==> src/rtl/pc_fetch_unit_pkg.sv <==
// Shared types and constants for the instruction-fetch stage.
package pc_fetch_unit_pkg;

    localparam int unsigned XLEN = 32;

    // Canonical NOP (addi x0, x0, 0) loaded into IF/ID on reset
    localparam logic [XLEN-1:0] NOP_INSTR = 32'h0000_0013;

    // Sequential PC step
    localparam logic [XLEN-1:0] PC_INC = 32'd4;

    typedef enum logic [1:0] {
        S_FETCH = 2'd0,
        S_HOLD  = 2'd1,
        S_DROP  = 2'd2
    } fetch_state_e;

    // One fetched instruction together with its address
    typedef struct packed {
        logic [XLEN-1:0] pc;
        logic [XLEN-1:0] instr;
    } if_id_payload_t;

    // True when an address is on a 4-byte boundary
    function automatic logic word_aligned(input logic [XLEN-1:0] addr);
        return addr[1:0] == 2'b00;
    endfunction

endpackage

==> src/rtl/pc_fetch_unit_if_id_register.sv <==
// IF/ID pipeline register: enable, synchronous flush, reset to a NOP bubble.
module if_id_register
    import pc_fetch_unit_pkg::*;
(
    input  logic                clk,
    input  logic                rst,
    input  logic                en,
    input  logic                flush,
    input  logic                load,
    input  if_id_payload_t      d,
    output logic [XLEN-1:0]     pc_o,
    output logic [XLEN-1:0]     pc4_o,
    output logic [XLEN-1:0]     instr_o,
    output logic                valid_o
);

    logic [XLEN-1:0] pc_q, pc_d;
    logic [XLEN-1:0] pc4_q, pc4_d;
    logic [XLEN-1:0] instr_q, instr_d;
    logic            valid_q, valid_d;

    // Flush wins over enable; an enabled cycle without a load becomes a bubble
    always_comb begin
        pc_d    = pc_q;
        pc4_d   = pc4_q;
        instr_d = instr_q;
        valid_d = valid_q;
        if (flush) begin
            valid_d = 1'b0;
        end else if (en) begin
            if (load) begin
                pc_d    = d.pc;
                pc4_d   = d.pc + PC_INC;
                instr_d = d.instr;
                valid_d = 1'b1;
            end else begin
                valid_d = 1'b0;
            end
        end
    end

    // Register update with synchronous reset to the NOP bubble
    always_ff @(posedge clk) begin
        if (rst) begin
            pc_q    <= '0;
            pc4_q   <= PC_INC;
            instr_q <= NOP_INSTR;
            valid_q <= 1'b0;
        end else begin
            pc_q    <= pc_d;
            pc4_q   <= pc4_d;
            instr_q <= instr_d;
            valid_q <= valid_d;
        end
    end

    assign pc_o    = pc_q;
    assign pc4_o   = pc4_q;
    assign instr_o = instr_q;
    assign valid_o = valid_q;

endmodule

==> src/rtl/pc_fetch_unit.sv <==
// Instruction-fetch stage: PC, busywait fetch handshake, stall hold buffer,
// redirect with in-flight drop. Optional macro PC_ALIGN_CHECK_EN adds a
// sticky misaligned-target flag and parks fetch on a misaligned target.
module pc_fetch_unit
    import pc_fetch_unit_pkg::*;
#(
    parameter logic [31:0] RESET_PC = 32'h0000_0000
)
(
    input  logic                CLK,
    input  logic                RESET,
    input  logic                branch_jump_mux_signal,
    input  logic [XLEN-1:0]     Branch_jump_PC_OUT,
    input  logic                stall,
    output logic                imem_read,
    output logic [XLEN-1:0]     imem_address,
    input  logic [XLEN-1:0]     imem_readdata,
    input  logic                imem_busywait,
    output logic [XLEN-1:0]     if_id_pc,
    output logic [XLEN-1:0]     if_id_pc4,
    output logic [XLEN-1:0]     if_id_instr,
    output logic                if_id_valid
`ifdef PC_ALIGN_CHECK_EN
    ,
    output logic                pc_misaligned
`endif
);

    fetch_state_e   state_q, state_d;
    logic [XLEN-1:0] pc_q, pc_d;
    logic [XLEN-1:0] pend_q, pend_d;
    if_id_payload_t hold_q, hold_d;
    logic           imem_read_q, imem_read_d;
`ifdef PC_ALIGN_CHECK_EN
    logic           park_q, park_d;
    logic           misal_q, misal_d;
`endif

    logic           done_c;
    logic           outstanding_c;
    logic           ifid_load_c;
    if_id_payload_t ifid_data_c;

    // Memory handshake status for the access presented this cycle
    assign done_c        = imem_read_q & ~imem_busywait;
    assign outstanding_c = imem_read_q &  imem_busywait;

    // Next-state, PC, hold buffer and IF/ID load selection
    always_comb begin
        state_d     = state_q;
        pc_d        = pc_q;
        pend_d      = pend_q;
        hold_d      = hold_q;
        ifid_load_c = 1'b0;
        ifid_data_c = hold_q;
`ifdef PC_ALIGN_CHECK_EN
        park_d      = park_q;
        misal_d     = misal_q;
`endif

        if (branch_jump_mux_signal) begin
            hold_d = '0;
            if (outstanding_c) begin
                // Access in flight: let it finish, then jump
                pend_d  = Branch_jump_PC_OUT;
                state_d = S_DROP;
            end else begin
                pc_d    = Branch_jump_PC_OUT;
                state_d = S_FETCH;
`ifdef PC_ALIGN_CHECK_EN
                park_d  = ~word_aligned(Branch_jump_PC_OUT);
                misal_d = misal_q | ~word_aligned(Branch_jump_PC_OUT);
`endif
            end
        end else begin
            unique case (state_q)
                S_FETCH: begin
                    if (done_c) begin
                        pc_d = pc_q + PC_INC;
                        if (stall) begin
                            hold_d.pc    = pc_q;
                            hold_d.instr = imem_readdata;
                            state_d      = S_HOLD;
                        end else begin
                            ifid_load_c       = 1'b1;
                            ifid_data_c.pc    = pc_q;
                            ifid_data_c.instr = imem_readdata;
                        end
                    end
                end
                S_HOLD: begin
                    if (!stall) begin
                        ifid_load_c = 1'b1;
                        ifid_data_c = hold_q;
                        hold_d      = '0;
                        state_d     = S_FETCH;
                    end
                end
                S_DROP: begin
                    if (done_c) begin
                        pc_d    = pend_q;
                        state_d = S_FETCH;
`ifdef PC_ALIGN_CHECK_EN
                        park_d  = ~word_aligned(pend_q);
                        misal_d = misal_q | ~word_aligned(pend_q);
`endif
                    end
                end
                default: begin
                    state_d = S_FETCH;
                end
            endcase
        end

`ifdef PC_ALIGN_CHECK_EN
        imem_read_d = (state_d != S_HOLD) && !park_d;
`else
        imem_read_d = (state_d != S_HOLD);
`endif
    end

    // State, PC and fetch-request registers
    always_ff @(posedge CLK) begin
        if (RESET) begin
            state_q     <= S_FETCH;
            pc_q        <= RESET_PC;
            pend_q      <= '0;
            hold_q      <= '0;
            imem_read_q <= 1'b0;
`ifdef PC_ALIGN_CHECK_EN
            park_q      <= 1'b0;
            misal_q     <= 1'b0;
`endif
        end else begin
            state_q     <= state_d;
            pc_q        <= pc_d;
            pend_q      <= pend_d;
            hold_q      <= hold_d;
            imem_read_q <= imem_read_d;
`ifdef PC_ALIGN_CHECK_EN
            park_q      <= park_d;
            misal_q     <= misal_d;
`endif
        end
    end

    assign imem_read    = imem_read_q;
    assign imem_address = pc_q;
`ifdef PC_ALIGN_CHECK_EN
    assign pc_misaligned = misal_q;
`endif

    if_id_register u_if_id (
        .clk     (CLK),
        .rst     (RESET),
        .en      (~stall),
        .flush   (branch_jump_mux_signal),
        .load    (ifid_load_c),
        .d       (ifid_data_c),
        .pc_o    (if_id_pc),
        .pc4_o   (if_id_pc4),
        .instr_o (if_id_instr),
        .valid_o (if_id_valid)
    );

endmodule

==> config.mk <==
export PLATFORM = sky130hd
export DESIGN_NAME = pc_fetch_unit
export DESIGN_NICKNAME = d
export VERILOG_FILES = /design/src/rtl/pc_fetch_unit_pkg.sv /design/src/rtl/pc_fetch_unit_if_id_register.sv /design/src/rtl/pc_fetch_unit.sv
export SDC_FILE = /design/constraint.sdc
export NUM_CORES = 1
export LEC_CHECK = 0
export ABC_AREA = 1
export BUFFER_PORTS_ARGS = -buffer_cell sky130_fd_sc_hd__buf_2
export CAP_MARGIN = 20
export CORE_MARGIN = 10
export CORE_UTILIZATION = 51
export DETAILED_ROUTE_END_ITERATION = 8
export PLACE_DENSITY = 0.74
export SYNTH_ARGS = -nofsm -noshare
export SYNTH_HDL_FRONTEND = slang
export SYNTH_HIERARCHICAL = 1
export SYNTH_SLANG_ARGS = --single-unit
==> constraint.sdc <==
create_clock -name CLK -period 2.8 [get_ports CLK]
set_clock_uncertainty 0.05 [all_clocks]
set_input_delay 0.84 -clock CLK [delete_from_list [all_inputs] [get_ports CLK]]
set_output_delay 0.84 -clock CLK [all_outputs]
set_load 0.05 [all_outputs]
# After elaboration in Yosys (flattened, before gate mapping)
# Index checks and enable logic that the tools add are counted.
[op_classes] add_sub_neg=2 multipliers=0 n_div=0 n_lt_le_gt_ge=0 n_eq_ne=9 shifts=0 mux=25 bitwise_logic=5 reduce_logical=8
[ops] op="2-to-1 mux 64 bit" count=7
[ops] op="2-to-1 mux 32 bit" count=4
[ops] op="case mux 64 bit (2 select lines)" count=1
[ops] op="adder 32 x 3 -> 32 bit (second input constant)" count=2
[ops] op="case mux 32 bit (2 select lines)" count=1
[ops] op="2-to-1 mux 2 bit" count=6
[ops] op="!= test 2 bit (second input constant)" count=4
[ops] op="AND reduction 4 bit" count=2
[ops] op="!= test 3 bit (second input constant)" count=2
[ops] op="case mux 2 bit (3 select lines)" count=1
[ops] op="2-to-1 mux 1 bit" count=4
[ops] op="NOT 1 bit" count=3
[ops] op="AND reduction 3 bit" count=1
[ops] op="nonzero test 3 bit" count=1
[ops] op="AND 1 bit" count=2
[ops] op="== test 2 x 1 -> 1 bit (second input constant)" count=1
[ops] op="== test 2 bit (second input constant)" count=1
[ops] op="zero test 2 bit" count=1
[ops] op="!= test 2 x 1 -> 1 bit (second input constant)" count=1
[ops] op="case mux 1 bit (2 select lines)" count=1
[ops] op="AND reduction 2 bit" count=1
[ops] op="nonzero test 2 bit" count=1
[ops] op="OR reduction 2 bit" count=1
[word_totals] ff_bits=228 latch_bits=0 ramBits=0 mem_bits_ro=0 inputBits=69 word_cells=59 memories=0

# Longest topological paths before layout
[depth] ltp_word=6 depth_mapped=18

# By module
# Netlist, hierarchy kept.
[modules_own_cells] module="pc_fetch_unit" n_inst=1 cells_per_inst=1033 area_each_um2=6910.4 seq_area_each_um2=2622.5
[modules_own_cells] module="if_id_register" n_inst=1 cells_per_inst=618 area_each_um2=4207.8 seq_area_each_um2=1901.8

# Least setup slack after synthesis
# OpenSTA, ideal clock, no wires.
[synth_timing] path_type="input to register" start="in branch_jump_mux_signal" end="reg u_if_id.pc4_q[26] (netlist: u_if_id/pc4_o[26])" arrival_ps=2723 slack_ps=-82 cell_stages=15 path_buffers=2 path_cell_list="buf_4 > nor3_2 > nand3_2 > clkbuf_1 > o21ai_0 > ha_1 > nand2_1 > nor2_2 > nand2_2 > nor2_4 > nand2_1 > nand2_1 > nand3_1 > nand2_1 > inv_1"
[synth_rtl] element="start, declared" line_no="pc_fetch_unit.sv:12" source="input logic branch_jump_mux_signal,"
[synth_rtl] element="end signal, assigned" line_no="pc_fetch_unit_if_id_register.sv:51" source="pc4_q <= pc4_d;"
[synth_rtl] element="end, declared" line_no="pc_fetch_unit_if_id_register.sv:18" source="logic [XLEN-1:0] pc4_q, pc4_d;"

==> key figures <==
Detailed routing
  • DR vias/cell: 5.29
  • Final Routed Wirelength: 33800 µm
  • Via Count: 11.4k
  • DR pass1 iterations: 5
  • Avg WL per Cell: 15.7 µm
  • Drt first-iter violations: 1036
  • DR DRC count: 0
  • Antenna viol nets, final: 0

Critical path
  • Worst path top cell family by delay: simple AND/OR/NAND/NOR gates
  • Worst r2r src: imem_read$_SDFF_PP0_
  • Worst-path cell chain: buf_2 -> nor2_1 -> inv_2 -> nor3_2 -> nand3_4 -> buf_12 -> o21ai_0 -> nand2_1 -> nor2_1 -> nand2_1 -> nor2_2 -> nand2_1 -> nand2_1 -> nand3_1 -> nand2_1 -> inv_1
  • Reg2reg end: u_if_id/pc4_o[24]$_SDFFE_PP0P_
  • CP dominant cell by count: nand2_1
  • R2r setup slk: 0.30 ns
  • Slowest CP cell: o21ai_0
  • CP Class: in -> reg
  • Crit path capture type: flip-flop
  • Peak per-stage delay on the critical path: 0.35 ns
  • CP required: 3.16 ns
  • CP arrival: 2.90 ns
  • Buffers & Inverters on Critical Path: 4
  • R2R cell count: 16
  • Crit Path Max Fanout: 51
  • Startpoint Class: input port

Placed design
  • Placed cell area: 12700 µm²
  • Dpl cells: 2106
  • # port buffers: 198
  • DPL Wire Length: 23800 µm
  • Placer Congestion: 0.915

Synthesis
  • Synth area leaders: dfxtp_1 (41%), nand2_1 (15%), nor2_1 (8.6%)
  • Prevailing post-synth register cell: dfxtp_1
  • Synth top cells by count: nand2_1 (431), nor2_1 (255), dfxtp_1 (226), a21oi_1 (156), nand3_1 (147)
  • Ys async rst share: 0%
  • Synth unique cells: 38
  • Synth Register Bits: 226
  • Synthesized area: 11100 µm²
  • Yosys top cell by area: dfxtp_1
  • Ys Warns: 6
  • Share of the synthesized area in the top cell type: 40.7%
  • Mapped Cells: 1651
  • Seq/Total Area, Yosys: 40.7%
  • Post-Syn Nets: 1722
  • Top-count cell post-synth: nand2_1
  • Avg Cell Area, Syn: 6.73 µm²
  • Post-synth EDFFs: 0

Worst hold path
  • Endpoint, Worst Hold: pend_q[14]$_SDFFE_PP0N_
  • Hold wc startpoint: pend_q[14]$_SDFFE_PP0N_
  • WHS Path Cells: 2
  • Hold WC Path Type: reg -> reg

Floorplanning
  • Site Rows: 53
  • Chip height: 168 µm
  • Die Wd: 168 µm
  • IO Count: 199
  • Die ar.: 28100 µm²
  • Initial Util: 52.4%
  • Core area: 21200 µm²

Global routing
  • Initial antenna violation count: 2
  • Largest net degree at the start of global routing: 92
  • Vias in the first global route: 10.4k
  • Total GRT Usage: 22.5%
  • First-pass GRT wire length: 54300 µm
  • GR Overflow Total: 0

Clocking
  • Post-CTS Setup Inserts: 0
  • Clock Sinks: 226
  • Max Root-Sink Buffers: 3
  • CTS tree: done
  • Clock Pin Slew Worst Setup and Hold Paths: 0.06 ns
  • Cts hold-fix bufs: 0
  • CTS Buf Count: 25
  • # H-tree levels: 1
  • Root Driver: clkbuf_16
  • Clk_lat worst skew: 0.52 ns

Finish
  • Nets: 1929
  • Layout cells sized above 1: 19.1%
  • Area grow syn2layout: 21.6%
  • Finished Layout Cells: 2150
  • Filler cell count: 1987
  • Final instance area: 13500 µm²

Timing
  • Hold Vio Cnt, Final: 0
  • Slew headroom: 54.1%
  • Slew @ Worst Pin: 0.688 ns
  • Final Max Slew Viols: 0
  • Final Cycle Share: 90.6%
  • Setup-failing EPs final: 0
  • Crit path time final: 2.54 ns
  • Max Clk Rate: 394 MHz
  • RSZ-0062 raised after global routing: false

Flow run
  • Number of max-cap violations: 0

Power and ir drop
  • Worst vdd ir: 0.401 mV
  • Sequential group share of total power: 45.2%
  • Internal power: 5.52 mW
  • Total power: 7.54 mW
  • Clk pwr share: 43.5%
  • Net switching power: 2.02 mW
  • Net Sw Frac: 26.8%
  • Combinational share of power: 11.3%
  • Power Dens Cells: 558 nW/µm²
  • LEAKAGE: 5.98 nW

Status
  • Status: finished, final reports clean
==> power groups by stage <==
stage	Sequential, mW	Clock (mW)	Combinational, mW
finish	3.41	3.28	0.850
CTS	3.40	3.32	0.849
detailed placement	3.47	0	0.843
global placement	3.47	0	0.832
global route	3.42	3.47	0.926
floorplan	3.63	0	0.402
==> what timing repair did <==
item,CTS,global route
hold endpoints to repair,0,0
endpoints found under the setup margin,0,4
gates resized for setup,0,5
==> area by class of cell <==
| cell class | instances | area [µm²] | share of cell area (%) |
|---|---|---|---|
| clock buffers | 34 | 719 | 5.32 |
| inverters | 110 | 413 | 3.05 |
| repair buffers | 279 | 1710 | 12.7 |
| multi-input cells | 1216 | 5700 | 42.2 |
| clock inverters | 9 | 101 | 0.750 |
| flip-flops and latches | 226 | 4520 | 33.5 |
| well taps | 275 | 344 | 2.55 |
| diodes | 1 | 2.50 | 0.0185 |
==> per-stage QoR <==
| stage | setup slack [ns] | hold WS (ns) | setup TNS, ns | utilization [%] |
|---|---|---|---|---|
| after global routing | 0.00145 | 0.415 | 0 | 63.7 |
| after detailed placement | -0.312 | 0.389 | -4.00 | 59.8 |
| after CTS | 0.211 | 0.400 | 0 | 63.7 |
| after floorplan | 0.00244 | 0.375 | 0 | - |
| final | 0.264 | 0.395 | 0 | 63.7 |
| after global placement | -0.149 | 0.385 | -1.57 | 59.8 |
==> cell families (layout without fill, tap and decap cells) <==
kind of cell | after synthesis | after routing | share of synthesized area, %
xor gates and xnor gates | 11 | 11 | 0.867
AOI/OAI and AO/OA | 301 | 301 | 14.2
DFF | 226 | 226 | 40.7
adders and majority gates | 2 | 2 | 0.225
other | 0 | 1 | 0
buffers and inverters | 209 | 432 | 8.25
muxes | 37 | 37 | 3.75
and+or+nand+nor | 865 | 865 | 32.0
==> worst max path at each step <==
stage	start	endpoint	slack [ns]	cells past startpoint
3_3_place_gp	imem_busywait	u_if_id/pc4_o[27]$_SDFFE_PP0P_	-0.15	16
6_report	imem_busywait	u_if_id/pc4_o[24]$_SDFFE_PP0P_	0.26	16
2_1_floorplan	branch_jump_mux_signal	u_if_id/pc4_o[20]$_SDFFE_PP0P_	0.002	14
3_5_place_dp	imem_busywait	u_if_id/pc4_o[24]$_SDFFE_PP0P_	-0.31	16
5_1_grt	imem_busywait	u_if_id/pc4_o[24]$_SDFFE_PP0P_	0.001	16
4_1_cts	imem_busywait	u_if_id/pc4_o[24]$_SDFFE_PP0P_	0.21	16
==> layout by cell type, fill, tap and decap left out, drive strengths merged <==
cell type	count
a211oi	12
nand3	149
clkbuf	34
nand4	1
xor2	10
o21a	3
o21ai	121
o211a	1
a31oi	2
and3	1
a21oi	157
dfxtp	226
o211ai	3
nor3	2
ha	2
nand2	438
xnor2	1
clkinv	7
buf	279
and2	3
o22ai	1
diode	1
bufinv	2
mux2	37
inv	109
o21bai	1
clkinvlp	1
nor2	271
==> layer usage <==
layer,routed length [µm],GRT usage [%]
met1,15600,31.7
met2,15300,35.2
met3,2430,3.91
met4,445,4.58
met5,0,0
==> sequential cells by signal, summed over array words and instances, names as in the netlist <==
| name | count |
|---|---|
| hold_q | 64 |
| imem_address | 32 |
| pend_q | 32 |
| u_if_id/instr_o | 32 |
| u_if_id/pc_o | 32 |
| u_if_id/pc4_o | 30 |
| state_q | 2 |
| imem_read | 1 |
| u_if_id/valid_o | 1 |
==> worst reg2reg max path: stages (launching register included) <==
cell,delay [ns]
dfxtp_1,0.35
inv_1,0.05
nor2_1,0.11
inv_2,0.05
nor3_2,0.18
nand3_4,0.13
buf_12,0.19
o21ai_0,0.35
nand2_1,0.12
nor2_1,0.15
nand2_1,0.10
nor2_2,0.24
nand2_1,0.09
nand2_1,0.07
nand3_1,0.06
nand2_1,0.06
inv_1,0.03
Power figures use the tool's default switching activity.
